## src/rtl/mips_pkg.sv

```systemverilog
// Shared MIPS pipeline definitions: instruction-memory window, NOP encoding and
// the fetch-entry record carried from fetch through the ID pipeline register.
package mips_pkg;

  localparam logic [31:0] IM_BASE_DEF = 32'h0000_3000;
  localparam logic [31:0] IM_LAST_DEF = 32'h0000_6FFC;
  localparam logic [31:0] NOP         = 32'h0000_0000;

  typedef struct packed {
    logic [31:0] pc;
    logic [31:0] instr;
    logic        adel;
  } fetch_entry_t;

endpackage

```

## src/rtl/fetch_addr_check.sv

```systemverilog
// Fetch address error (AdEL) detect: misaligned or outside the instruction window.
// Purely combinational, zero latency; no handshake.
// Backpressure: not applicable.
module fetch_addr_check
  import mips_pkg::*;
#(
  parameter logic [31:0] IM_BASE = IM_BASE_DEF,
  parameter logic [31:0] IM_LAST = IM_LAST_DEF
) (
  input  logic [31:0] pc,
  output logic        adel
);

  assign adel = (pc[1:0] != 2'b00) | (pc < IM_BASE) | (pc > IM_LAST);

endmodule

```

## src/rtl/fetch_queue.sv

```systemverilog
// Instruction fetch queue: buffers {pc, instr, adel} between fetch and decode.
// Latency: one edge from enqueue to id_*; no bypass. Stalls fetch via pc_en when full;
// flush/reset drop all entries. id_* are held while id_valid & ~id_ready.
module fetch_queue
  import mips_pkg::*;
#(
  parameter int          DEPTH   = 4,
  parameter logic [31:0] IM_BASE = IM_BASE_DEF,
  parameter logic [31:0] IM_LAST = IM_LAST_DEF
) (
  input  logic                       clk,
  input  logic                       reset,
  input  logic                       if_valid,
  input  logic [31:0]                if_pc,
  input  logic [31:0]                if_instr,
  input  logic                       flush,
  output logic                       pc_en,
  output logic                       id_valid,
  input  logic                       id_ready,
  output logic [31:0]                id_pc,
  output logic [31:0]                id_instr,
  output logic                       id_exc_adel,
  output logic [$clog2(DEPTH+1)-1:0] count
);

  localparam int PTR_W = $clog2(DEPTH);
  localparam int CNT_W = $clog2(DEPTH+1);

  fetch_entry_t       mem [DEPTH];
  fetch_entry_t       new_entry;
  fetch_entry_t       head;
  logic [PTR_W-1:0]   wr_ptr;
  logic [PTR_W-1:0]   rd_ptr;
  logic               full;
  logic               empty;
  logic               enq;
  logic               deq;
  logic               adel;

  fetch_addr_check #(
    .IM_BASE (IM_BASE),
    .IM_LAST (IM_LAST)
  ) u_addr_check (
    .pc   (if_pc),
    .adel (adel)
  );

  assign full  = (count == CNT_W'(DEPTH));
  assign empty = (count == '0);

  // full uses the pre-dequeue count, so a full queue never accepts even while draining
  assign enq = if_valid & ~full & ~flush;
  assign deq = ~empty & id_ready & ~flush;

  assign new_entry.pc    = if_pc;
  assign new_entry.instr = adel ? NOP : if_instr;
  assign new_entry.adel  = adel;

  always_ff @(posedge clk) begin
    if (reset || flush) begin
      wr_ptr <= '0;
      rd_ptr <= '0;
      count  <= '0;
    end else begin
      if (enq) wr_ptr <= wr_ptr + PTR_W'(1);
      if (deq) rd_ptr <= rd_ptr + PTR_W'(1);
      count <= count + CNT_W'(enq) - CNT_W'(deq);
    end
  end

  // Storage needs no reset: stale slots are never visible because outputs are gated by empty.
  always_ff @(posedge clk) begin
    if (!reset && enq) mem[wr_ptr] <= new_entry;
  end

  assign head        = mem[rd_ptr];
  assign id_valid    = ~empty;
  assign id_pc       = empty ? 32'h0 : head.pc;
  assign id_instr    = empty ? 32'h0 : head.instr;
  assign id_exc_adel = empty ? 1'b0  : head.adel;

  assign pc_en = flush | ~full;

endmodule

```

## config.mk

```make
export PLATFORM = sky130hd
export DESIGN_NAME = fetch_queue
export DESIGN_NICKNAME = d
export VERILOG_FILES = /design/src/rtl/mips_pkg.sv /design/src/rtl/fetch_addr_check.sv /design/src/rtl/fetch_queue.sv
export SDC_FILE = /design/constraint.sdc
export NUM_CORES = 1
export LEC_CHECK = 0
export ABC_AREA = 1
export CAP_MARGIN = 30
export CORE_ASPECT_RATIO = 2
export CORE_MARGIN = 5
export CORE_UTILIZATION = 25
export DETAILED_ROUTE_END_ITERATION = 10
export SLEW_MARGIN = 10
export SYNTH_ARGS = -nofsm -noshare
export SYNTH_HDL_FRONTEND = slang
export SYNTH_HIERARCHICAL = 1
export SYNTH_SLANG_ARGS = --single-unit
```

## constraint.sdc

```tcl
create_clock -name clk -period 10.6 [get_ports clk]
set_clock_uncertainty 0.05 [all_clocks]
set_input_delay 1.06 -clock clk [delete_from_list [all_inputs] [get_ports clk]]
set_output_delay 1.06 -clock clk [all_outputs]
set_load 0.01 [all_outputs]
```

==> results of run 1 <==
[critical path, delay by kind of cell (launching register included)]
family | cells | cell delay (ps)
buffers and inverters | 3 | 1770
flip-flops | 1 | 540
AO/OA/AOI/OAI | 2 | 490
[registers in the layout (all words and copies together) (netlist names), named ones only]
name,cells
wr_ptr,2
count,3
mem,260
rd_ptr,2
[logic make-up (layout without fill, tap and decap cells)]
family | after synthesis | count (layout) | synth area share (%)
buffers and inverters | 107 | 250 | 5.177
AO/OA/AOI/OAI | 198 | 198 | 9.031
flip-flops | 269 | 269 | 72.79
other | 0 | 1 | 0
adder cells (fa/ha/maj) | 7 | 7 | 0.8666
AND/OR/NAND/NOR | 347 | 347 | 12.05
XOR/XNOR | 1 | 1 | 0.07983
[power by group]
group	switching, W	leakage (nW)	total, W	internal [W]
clock	0.000385	0.390	0.000869	0.000484
sequential	0.00000460	2.49	0.00117	0.00117
combinational	0.0000706	1.76	0.000133	0.0000628
total	0.000460	4.64	0.00218	0.00172
[through the flow]
stage	power, W	hold slack (ps)	instances	setup WS [ps]
after floorplan	0.001254	411.5	929	5927
after global placement	0.001331	423.7	1573	6414
after detailed placement	0.001334	436.1	1577	6368
after CTS	0.002207	447.0	1621	5851
after global routing	0.002260	484.3	1623	5683
final	0.002177	448.4	1623	5974
[cell usage after synthesis (2+ instances only)]
cell type                  count  area share (%)
sky130_fd_sc_hd__buf_2        15            0.68
sky130_fd_sc_hd__a21oi_1      68             3.1
sky130_fd_sc_hd__inv_1        51             1.7
sky130_fd_sc_hd__ha_1          6            0.68
sky130_fd_sc_hd__nand3_1       8            0.36
sky130_fd_sc_hd__nand2_1      18            0.62
sky130_fd_sc_hd__o21ai_0      65             3.0
sky130_fd_sc_hd__buf_4         3            0.21
sky130_fd_sc_hd__buf_6        15             1.5
sky130_fd_sc_hd__nor2_2        2            0.11
sky130_fd_sc_hd__inv_2         3            0.10
sky130_fd_sc_hd__edfxtp_1    260              71
sky130_fd_sc_hd__clkbuf_2     10            0.46
sky130_fd_sc_hd__o21ai_1      65             3.0
sky130_fd_sc_hd__dfxtp_1       9             1.6
sky130_fd_sc_hd__clkbuf_1      8            0.27
sky130_fd_sc_hd__nor2_1      317              11
[cells in the final DEF, fill, tap and decap left out, types with 9 or more instances in the layout]
master	instances
sky130_fd_sc_hd__a21oi_1	68
sky130_fd_sc_hd__buf_4	9
sky130_fd_sc_hd__clkbuf_16	25
sky130_fd_sc_hd__clkdlybuf4s50_1	138
sky130_fd_sc_hd__edfxtp_1	260
sky130_fd_sc_hd__inv_1	51
sky130_fd_sc_hd__nand2_1	18
sky130_fd_sc_hd__nor2_1	313
sky130_fd_sc_hd__o21ai_0	65
sky130_fd_sc_hd__o21ai_1	65
[layer usage]
metal,wire [um],global-route usage [%],vias up,part of all wire (%)
met5,13,0,-,0.046
met4,809,3.991,2,2.9
met3,1405,2.131,48,5.0
met2,15510,21.98,180,55
met1,10300,12.10,3419,37
li1,-,-,3429,-
[worst max-delay path by stage]
stage                         from                    to  slack (ps)  cells past startpoint
final                     register           id_instr[4]        5970                      5
after global routing      register             id_pc[16]        5680                      5
after CTS                 register             id_pc[27]        5850                      5
after detailed placement     flush  mem[3][41]$_DFFE_PP_        6370                      5
after global placement       flush  mem[2][42]$_DFFE_PP_        6410                      5
after floorplan              flush   mem[0][0]$_DFFE_PP_        5930                      3
[cell type report]
cell class	instances	area (sq um)	area share, %
inverters	54	205.2	1.498
clock buffers	26	629.4	4.595
flip-flops and latches	269	7995	58.37
diodes	1	2.502	0.01827
clock inverters	18	160.2	1.169
well taps	550	688.2	5.024
multi-input cells	553	2452	17.90
repair buffers	152	1564	11.42
==> report_table.html, run 1 <==
<table>
<tr><th>Metric</th><th>Value</th></tr>
<tr><th colspan="2">Status</th></tr>
<tr><td>Outcome</td><td>completed</td></tr>
<tr><th colspan="2">Cells and area</th></tr>
<tr><td>Summed area of non-filler cells in the final layout</td><td>around 0.014 sq mm</td></tr>
<tr><td>Final nets</td><td>around 1100</td></tr>
<tr><td>Final core area utilization</td><td>31.58%</td></tr>
<tr><td>Area Overhead vs Synth</td><td>24.82%</td></tr>
<tr><td>Fraction of layout cells with a size suffix above 1</td><td>a little over 6%</td></tr>
<tr><td>Filler Cell Count</td><td>around 4300</td></tr>
<tr><th colspan="2">Detailed routing</th></tr>
<tr><td>Routed via count</td><td>between 7000 and 8000</td></tr>
<tr><td>Detail-routed net length per standard cell</td><td>17.28 um</td></tr>
<tr><td>Post-detailed-route count of antenna-violating nets</td><td>0</td></tr>
<tr><td>Pre-antenna DRT Iters</td><td>5</td></tr>
<tr><td>Number of DRC violations after detailed routing</td><td>0</td></tr>
<tr><td>Routed via count divided by cell count</td><td>approximately 4.4</td></tr>
<tr><td>Final wirelength</td><td>approximately 28000 um</td></tr>
<tr><td>Count of routing violations after the opening detailed-route iteration</td><td>roughly 480</td></tr>
<tr><th colspan="2">Global routing</th></tr>
<tr><td>Number of antenna violations at the first check in global routing</td><td>2</td></tr>
<tr><td>GRT overflow</td><td>0</td></tr>
<tr><td>Via count of the first global-routing pass</td><td>about 7500</td></tr>
<tr><td>All-Layer GR Usage</td><td>a little under an eighth</td></tr>
<tr><td>Global-route wire length before repair</td><td>roughly 42000 um</td></tr>
<tr><td>Maximum number of pins on one net before global-route repair</td><td>between 70 and 80</td></tr>
<tr><th colspan="2">Worst setup path</th></tr>
<tr><td>Origin of the critical flop-to-flop path</td><td>count[1]$_SDFF_PP0_</td></tr>
<tr><td>Worst Setup Start Kind</td><td>register</td></tr>
<tr><td>Worst Path Arrival</td><td>between 3000 and 4000 ps</td></tr>
<tr><td>Worst reg-to-reg path cell count</td><td>6</td></tr>
<tr><td>Longest individual stage delay on the worst path</td><td>between 600 and 700 ps</td></tr>
<tr><td>Cell-by-cell listing of the critical path</td><td>inv_4 &gt; buf_4 &gt; o21ai_1 &gt; a21oi_1 &gt; clkdlybuf4s50_1</td></tr>
<tr><td>Crit Path Category</td><td>register to output port</td></tr>
<tr><td>Req. time, crit path</td><td>9490 ps</td></tr>
<tr><td>Cell with the largest stage delay on the worst path</td><td>sky130_fd_sc_hd__buf_4</td></tr>
<tr><td>Highest fanout seen on the critical path</td><td>74</td></tr>
<tr><td>Sort of element at the end of the critical path</td><td>output port</td></tr>
<tr><td>Worst reg2reg setup slack</td><td>8070 ps</td></tr>
<tr><td>Reg-to-reg endpoint</td><td>mem[2][17]$_DFFE_PP_</td></tr>
<tr><th colspan="2">Synth</th></tr>
<tr><td>#FFs+latches synth</td><td>approximately 270</td></tr>
<tr><td>Average cell area after synthesis</td><td>11.81 sq um</td></tr>
<tr><td>Synth Warn #</td><td>6</td></tr>
<tr><td>Cell area after synthesis</td><td>around 0.011 sq mm</td></tr>
<tr><td>Synth async-reset ratio</td><td>0%</td></tr>
<tr><td>Number of distinct library cells after synthesis</td><td>23</td></tr>
<tr><td>Post-Syn Instances</td><td>roughly 930</td></tr>
<tr><td>Primary flip-flop cell chosen by synthesis mapping</td><td>sky130_fd_sc_hd__edfxtp_1</td></tr>
<tr><td>Sequential-to-total area share from yosys stat</td><td>approximately 73%</td></tr>
<tr><td>Number of synthesized flops with an enable pin</td><td>260</td></tr>
<tr><td>Synthesized Nets</td><td>roughly 1000</td></tr>
<tr><th colspan="2">Clock network</th></tr>
<tr><td>Library cell used as clock root buffer</td><td>sky130_fd_sc_hd__clkbuf_16</td></tr>
<tr><td>Post-CTS Resized</td><td>0</td></tr>
<tr><td>Buffer levels on the longest clock path</td><td>3</td></tr>
<tr><td>Clock tree from TritonCTS</td><td>yes</td></tr>
<tr><td># hold bufs at CTS</td><td>0</td></tr>
<tr><td>Number of buffers inserted during clock tree synthesis</td><td>25</td></tr>
<tr><td>Clock latency on the worst-skew pair</td><td>530 ps</td></tr>
<tr><td>Clock transition at path regs</td><td>~70 ps</td></tr>
<tr><td>CTS H-tree depth</td><td>1</td></tr>
<tr><td># Post-CTS Setup Buffers</td><td>0</td></tr>
<tr><td>Sink Count</td><td>approximately 270</td></tr>
<tr><th colspan="2">Die</th></tr>
<tr><td>Starting utilization of the core area</td><td>25.30%</td></tr>
<tr><td>Die extent in y</td><td>between 300 and 400 um</td></tr>
<tr><td>Total core area</td><td>~0.043 sq mm</td></tr>
<tr><td>Num ports</td><td>between 100 and 150</td></tr>
<tr><td>Number of rows created at floorplan</td><td>108</td></tr>
<tr><td>X dimension of the die</td><td>between 150 and 200 um</td></tr>
<tr><td>Area of the die</td><td>around 0.048 sq mm</td></tr>
<tr><th colspan="2">STA</th></tr>
<tr><td>Unrepaired setup endpoints after global routing</td><td>no</td></tr>
<tr><td>Minimum clock period</td><td>approximately 4600 ps</td></tr>
<tr><td>Maximum operating frequency</td><td>approximately 220 MHz</td></tr>
<tr><td>Setup violations, final</td><td>0</td></tr>
<tr><td>Setup TNS Final</td><td>0 ps</td></tr>
<tr><td>Slew at the pin closest to its max-slew limit</td><td>between 900 and 1000 ps</td></tr>
<tr><td>Relative slew slack</td><td>about two fifths</td></tr>
<tr><td>Tcrit/Tclk final</td><td>about 44%</td></tr>
<tr><td>Hold Violations, Final</td><td>0</td></tr>
<tr><td>Final slew viol count</td><td>0</td></tr>
<tr><th colspan="2">Hold path</th></tr>
<tr><td>Hold WC Path Type</td><td>register to register</td></tr>
<tr><td>Hold path cells</td><td>2</td></tr>
<tr><td>Min-Delay Startpoint</td><td>rd_ptr[0]$_SDFFE_PP0P_</td></tr>
<tr><td>Endpoint with the worst hold slack</td><td>rd_ptr[0]$_SDFFE_PP0P_</td></tr>
<tr><th colspan="2">Power</th></tr>
<tr><td>Leakage</td><td>4.642 nW</td></tr>
<tr><td>Power per cell area</td><td>roughly 160 mW/mm^2</td></tr>
<tr><td>Peak ir drop on the vdd network</td><td>0.08941 mV</td></tr>
<tr><th colspan="2">Place</th></tr>
<tr><td>IO buf count</td><td>138</td></tr>
<tr><td>Standard cell area after detailed placement</td><td>between 0.01 and 0.015 sq mm</td></tr>
<tr><td>Weighted congestion reported at the end of routability-driven placement</td><td>between 0.7 and 0.8</td></tr>
<tr><td>Dpl hpwl</td><td>17220 um</td></tr>
<tr><th colspan="2">Job</th></tr>
<tr><td>Max-cap viol count</td><td>0</td></tr>
</table>
Note: power is estimated with default switching activity, not from simulation.
==> inputs of run 2 (changes only) <==
clock period = 4.05 ns   (was 10.6 ns; I/O delays follow)
==> run 2 against run 1 <==
Against the previous run:
- sequential power increased to 2.6 times the previous value
- first-iteration DRC count increased by 13%
- core utilization decreased by 0.078 points
- clock power increased by 150%
- wire length decreased by 0.24%
- total power increased to 2.6 times the previous value
- worst hold slack got worse by 1.8 ps
- worst setup slack got worse by 5300 ps
- largest power group unchanged
- highest routed layer is now met4
==> report_table.html, run 2 (synthesized netlist as in run 1, its figures left out) <==
<table>
<tr><th>Metric</th><th>Value</th></tr>
<tr><th colspan="2">Place</th></tr>
<tr><td>Dpl hpwl</td><td>16730 um (-2.9%)</td></tr>
<tr><td>Weighted congestion reported at the end of routability-driven placement</td><td>0.7414 (+1.2%)</td></tr>
<tr><td>IO buf count</td><td>138 (unchanged)</td></tr>
<tr><th colspan="2">Global routing</th></tr>
<tr><td>All-Layer GR Usage</td><td>11.36% (-0.065 points)</td></tr>
<tr><td>Global-route wire length before repair</td><td>42170 um (-0.72%)</td></tr>
<tr><td>Maximum number of pins on one net before global-route repair</td><td>71 (-5.3%)</td></tr>
<tr><td>Number of antenna violations at the first check in global routing</td><td>0 (-2)</td></tr>
<tr><td>GRT overflow</td><td>0 (unchanged)</td></tr>
<tr><td>Via count of the first global-routing pass</td><td>7415 (-0.70%)</td></tr>
<tr><th colspan="2">Clock network</th></tr>
<tr><td>Clock latency on the worst-skew pair</td><td>520 ps (about the same)</td></tr>
<tr><td># Post-CTS Setup Buffers</td><td>0 (unchanged)</td></tr>
<tr><td>Post-CTS Resized</td><td>0 (unchanged)</td></tr>
<tr><td>Clock transition at path regs</td><td>70 ps (about the same)</td></tr>
<tr><td># hold bufs at CTS</td><td>0 (unchanged)</td></tr>
<tr><td>Buffer levels on the longest clock path</td><td>3 (unchanged)</td></tr>
<tr><td>CTS H-tree depth</td><td>1 (unchanged)</td></tr>
<tr><td>Sink Count</td><td>269 (unchanged)</td></tr>
<tr><td>Clock tree from TritonCTS</td><td>yes</td></tr>
<tr><td>Number of buffers inserted during clock tree synthesis</td><td>25 (unchanged)</td></tr>
<tr><td>Library cell used as clock root buffer</td><td>sky130_fd_sc_hd__clkbuf_16</td></tr>
<tr><th colspan="2">Detailed routing</th></tr>
<tr><td>Final wirelength</td><td>27970 um (-0.24%)</td></tr>
<tr><td>Routed via count divided by cell count</td><td>4.374 (+0.30%)</td></tr>
<tr><td>Count of routing violations after the opening detailed-route iteration</td><td>538 (+13%)</td></tr>
<tr><td>Routed via count</td><td>7086 (+0.11%)</td></tr>
<tr><td>Detail-routed net length per standard cell</td><td>17.27 um (about the same)</td></tr>
<tr><td>Post-detailed-route count of antenna-violating nets</td><td>0 (unchanged)</td></tr>
<tr><td>Number of DRC violations after detailed routing</td><td>0 (unchanged)</td></tr>
<tr><td>Pre-antenna DRT Iters</td><td>5 (unchanged)</td></tr>
<tr><th colspan="2">Die</th></tr>
<tr><td>Starting utilization of the core area</td><td>25.30% (unchanged)</td></tr>
<tr><td>Area of the die</td><td>0.04844 sq mm (unchanged)</td></tr>
<tr><td>Total core area</td><td>0.04338 sq mm (unchanged)</td></tr>
<tr><td>Num ports</td><td>139 (unchanged)</td></tr>
<tr><td>Die extent in y</td><td>306.3 um (unchanged)</td></tr>
<tr><td>Number of rows created at floorplan</td><td>108 (unchanged)</td></tr>
<tr><td>X dimension of the die</td><td>158.1 um (unchanged)</td></tr>
<tr><th colspan="2">STA</th></tr>
<tr><td>Maximum operating frequency</td><td>around 290 MHz</td></tr>
<tr><td>Final slew viol count</td><td>0 (unchanged)</td></tr>
<tr><td>Tcrit/Tclk final</td><td>84.16%</td></tr>
<tr><td>Relative slew slack</td><td>46.81% (+7.0 points)</td></tr>
<tr><td>Unrepaired setup endpoints after global routing</td><td>no</td></tr>
<tr><td>Hold Violations, Final</td><td>0 (unchanged)</td></tr>
<tr><td>Minimum clock period</td><td>3408 ps</td></tr>
<tr><td>Setup violations, final</td><td>0 (unchanged)</td></tr>
<tr><td>Worst-case hold slack</td><td>446.7 ps (-1.769 ps)</td></tr>
<tr><td>Slew at the pin closest to its max-slew limit</td><td>797.8 ps (-105.7 ps)</td></tr>
<tr><td>Setup TNS Final</td><td>0 ps (unchanged)</td></tr>
<tr><th colspan="2">Cells and area</th></tr>
<tr><td>Most common cell after layout, fill and taps aside</td><td>sky130_fd_sc_hd__nor2_1</td></tr>
<tr><td>Final core area utilization</td><td>31.50% (-0.078 points)</td></tr>
<tr><td>Number of antenna diodes</td><td>0 (-1)</td></tr>
<tr><td>Fraction of layout cells with a size suffix above 1</td><td>5.794% (-0.36 points)</td></tr>
<tr><td>Register name with the most flops</td><td>mem</td></tr>
<tr><td>Registers with the most flip-flops</td><td>mem x260, count x3</td></tr>
<tr><td>Flip-flop count of the largest register, all copies and words added</td><td>260 (unchanged)</td></tr>
<tr><td>Highest-count cells in the layout ignoring fill and taps</td><td>sky130_fd_sc_hd__nor2_1, sky130_fd_sc_hd__edfxtp_1, sky130_fd_sc_hd__clkdlybuf4s50_1</td></tr>
<tr><td>Final nets</td><td>1130 (-0.088%)</td></tr>
<tr><td>Area Overhead vs Synth</td><td>24.52%</td></tr>
<tr><th colspan="2">Worst setup path</th></tr>
<tr><td>Cell-by-cell listing of the critical path</td><td>inv_2 &gt; buf_4 &gt; nor2_1 &gt; o21ai_1 &gt; a21oi_1 &gt; clkdlybuf4s50_1</td></tr>
<tr><td>Crit Path Category</td><td>register to output port</td></tr>
<tr><td>Sort of element at the end of the critical path</td><td>output port</td></tr>
<tr><td>Gate family responsible for the most delay along the worst path</td><td>buffers and inverters</td></tr>
<tr><td>Worst Setup Start Kind</td><td>register</td></tr>
<tr><td>Buffer and inverter count on the worst path</td><td>3 (unchanged)</td></tr>
<tr><td>Cell with the largest stage delay on the worst path</td><td>sky130_fd_sc_hd__clkdlybuf4s50_1</td></tr>
<tr><td>Worst Path Arrival</td><td>2950 ps (-570 ps)</td></tr>
<tr><td>Longest individual stage delay on the worst path</td><td>610 ps (-50 ps)</td></tr>
<tr><td>Req. time, crit path</td><td>3600 ps (-5890 ps)</td></tr>
<tr><td>Total stage count of the critical path</td><td>6 (+1)</td></tr>
<tr><td>Worst reg-to-reg path cell count</td><td>10 (+4)</td></tr>
<tr><td>Highest fanout seen on the critical path</td><td>32 (-57%)</td></tr>
<tr><th colspan="2">Power</th></tr>
<tr><td>Leakage</td><td>4.619 nW (-0.50%)</td></tr>
<tr><td>Cell internal power dissipation</td><td>0.004419 W (+160%)</td></tr>
<tr><td>Power per cell area</td><td>409.3 mW/mm^2 (+160%)</td></tr>
<tr><td>Flop pwr share</td><td>54.9% (+1.0 points)</td></tr>
<tr><td>Switching Fraction</td><td>20.99% (-0.16 points)</td></tr>
<tr><td>Switching power summed over all nets</td><td>0.001174 W (+150%)</td></tr>
<tr><td>Peak ir drop on the vdd network</td><td>0.2288 mV (+160%)</td></tr>
<tr><td>Portion of total power attributed to combinational logic</td><td>6.3% (+0.2 points)</td></tr>
<tr><td>Clock power frac</td><td>38.8% (-1.1 points)</td></tr>
<tr><th colspan="2">Hold path</th></tr>
<tr><td>Hold path cells</td><td>2 (unchanged)</td></tr>
<tr><td>Hold WC Path Type</td><td>register to register</td></tr>
<tr><th colspan="2">Status</th></tr>
<tr><td>Outcome</td><td>completed</td></tr>
<tr><th colspan="2">Job</th></tr>
<tr><td>Max-cap viol count</td><td>0 (unchanged)</td></tr>
</table>
## run 2: cell count changes in the layout (fill, tap and decap cells not counted), sizes merged
cell      delta
bufinv       -1
inv          -3
clkinv       +2
clkinvlp     +1
diode        -1
buf          -1
## run 2: path summary, 6_finish.rpt
path / from / endpoint / slack, ps
max: register / id_pc[10] / 640
min: rd_ptr[0]$_SDFFE_PP0P_ / rd_ptr[0]$_SDFFE_PP0P_ / 450
max reg2reg: count[1]$_SDFF_PP0_ / count[2]$_SDFF_PP0_ / 2010
min reg2reg: rd_ptr[0]$_SDFFE_PP0P_ / rd_ptr[0]$_SDFFE_PP0P_ / 450
## run 2: cell type report
| type | instances | area, sq um |
|---|---|---|
| clock buffer | 26 | 629.4 |
| clock inverter | 17 | 118.9 |
| fill | 4289 | 29710 |
| inverter | 54 | 205.2 |
| multi-input combinational | 553 | 2452 |
| sequential | 269 | 7995 |
| tap | 550 | 688.2 |
| timing repair buffer | 151 | 1574 |
## run 2: power groups by stage
| stage | sequential, W | clock, W | combinational, W |
|---|---|---|---|
| finish | 0.00307 | 0.00217 | 0.000354 |
| global route | 0.00307 | 0.00236 | 0.000389 |
| detailed placement | 0.00313 | 0 | 0.000364 |
| floorplan | 0.00313 | 0 | 0.000147 |
| CTS | 0.00307 | 0.00225 | 0.000366 |
| global placement | 0.00313 | 0 | 0.000361 |
## run 2: worst register-to-register path: stages (launching register included)
cell and delay, ps:
sky130_fd_sc_hd__dfxtp_1 350, sky130_fd_sc_hd__nor2_2 170, sky130_fd_sc_hd__nand2_2 120, sky130_fd_sc_hd__nand2_1 110, sky130_fd_sc_hd__nor2_1 60, sky130_fd_sc_hd__ha_1 270, sky130_fd_sc_hd__inv_1 40, sky130_fd_sc_hd__ha_1 180
sky130_fd_sc_hd__fa_1 380, sky130_fd_sc_hd__xor2_1 160, sky130_fd_sc_hd__nor2_1 50
## run 2: metal layers
metal | vias up | wire (um) | share of wire, % | track usage, %
met5 | - | 0 | 0 | 0
met4 | 0 | 942 | 3.4 | 4.666
li1 | 3430 | - | - | -
met3 | 52 | 1659 | 5.9 | 2.470
met2 | 184 | 15520 | 55 | 21.87
met1 | 3420 | 9850 | 35 | 11.47
## run 2: metrics by stage
step	total power, W	setup WS (ps)	cells	cell area [sq um]
5_1_grt	0.005821	455.6	1620	13660
4_1_cts	0.005689	542.8	1619	13640
6_report	0.005593	641.6	1620	13660
3_5_place_dp	0.003494	887.0	1576	12890
2_1_floorplan	0.003281	31.59	929	10970
3_3_place_gp	0.003490	944.1	1576	12890
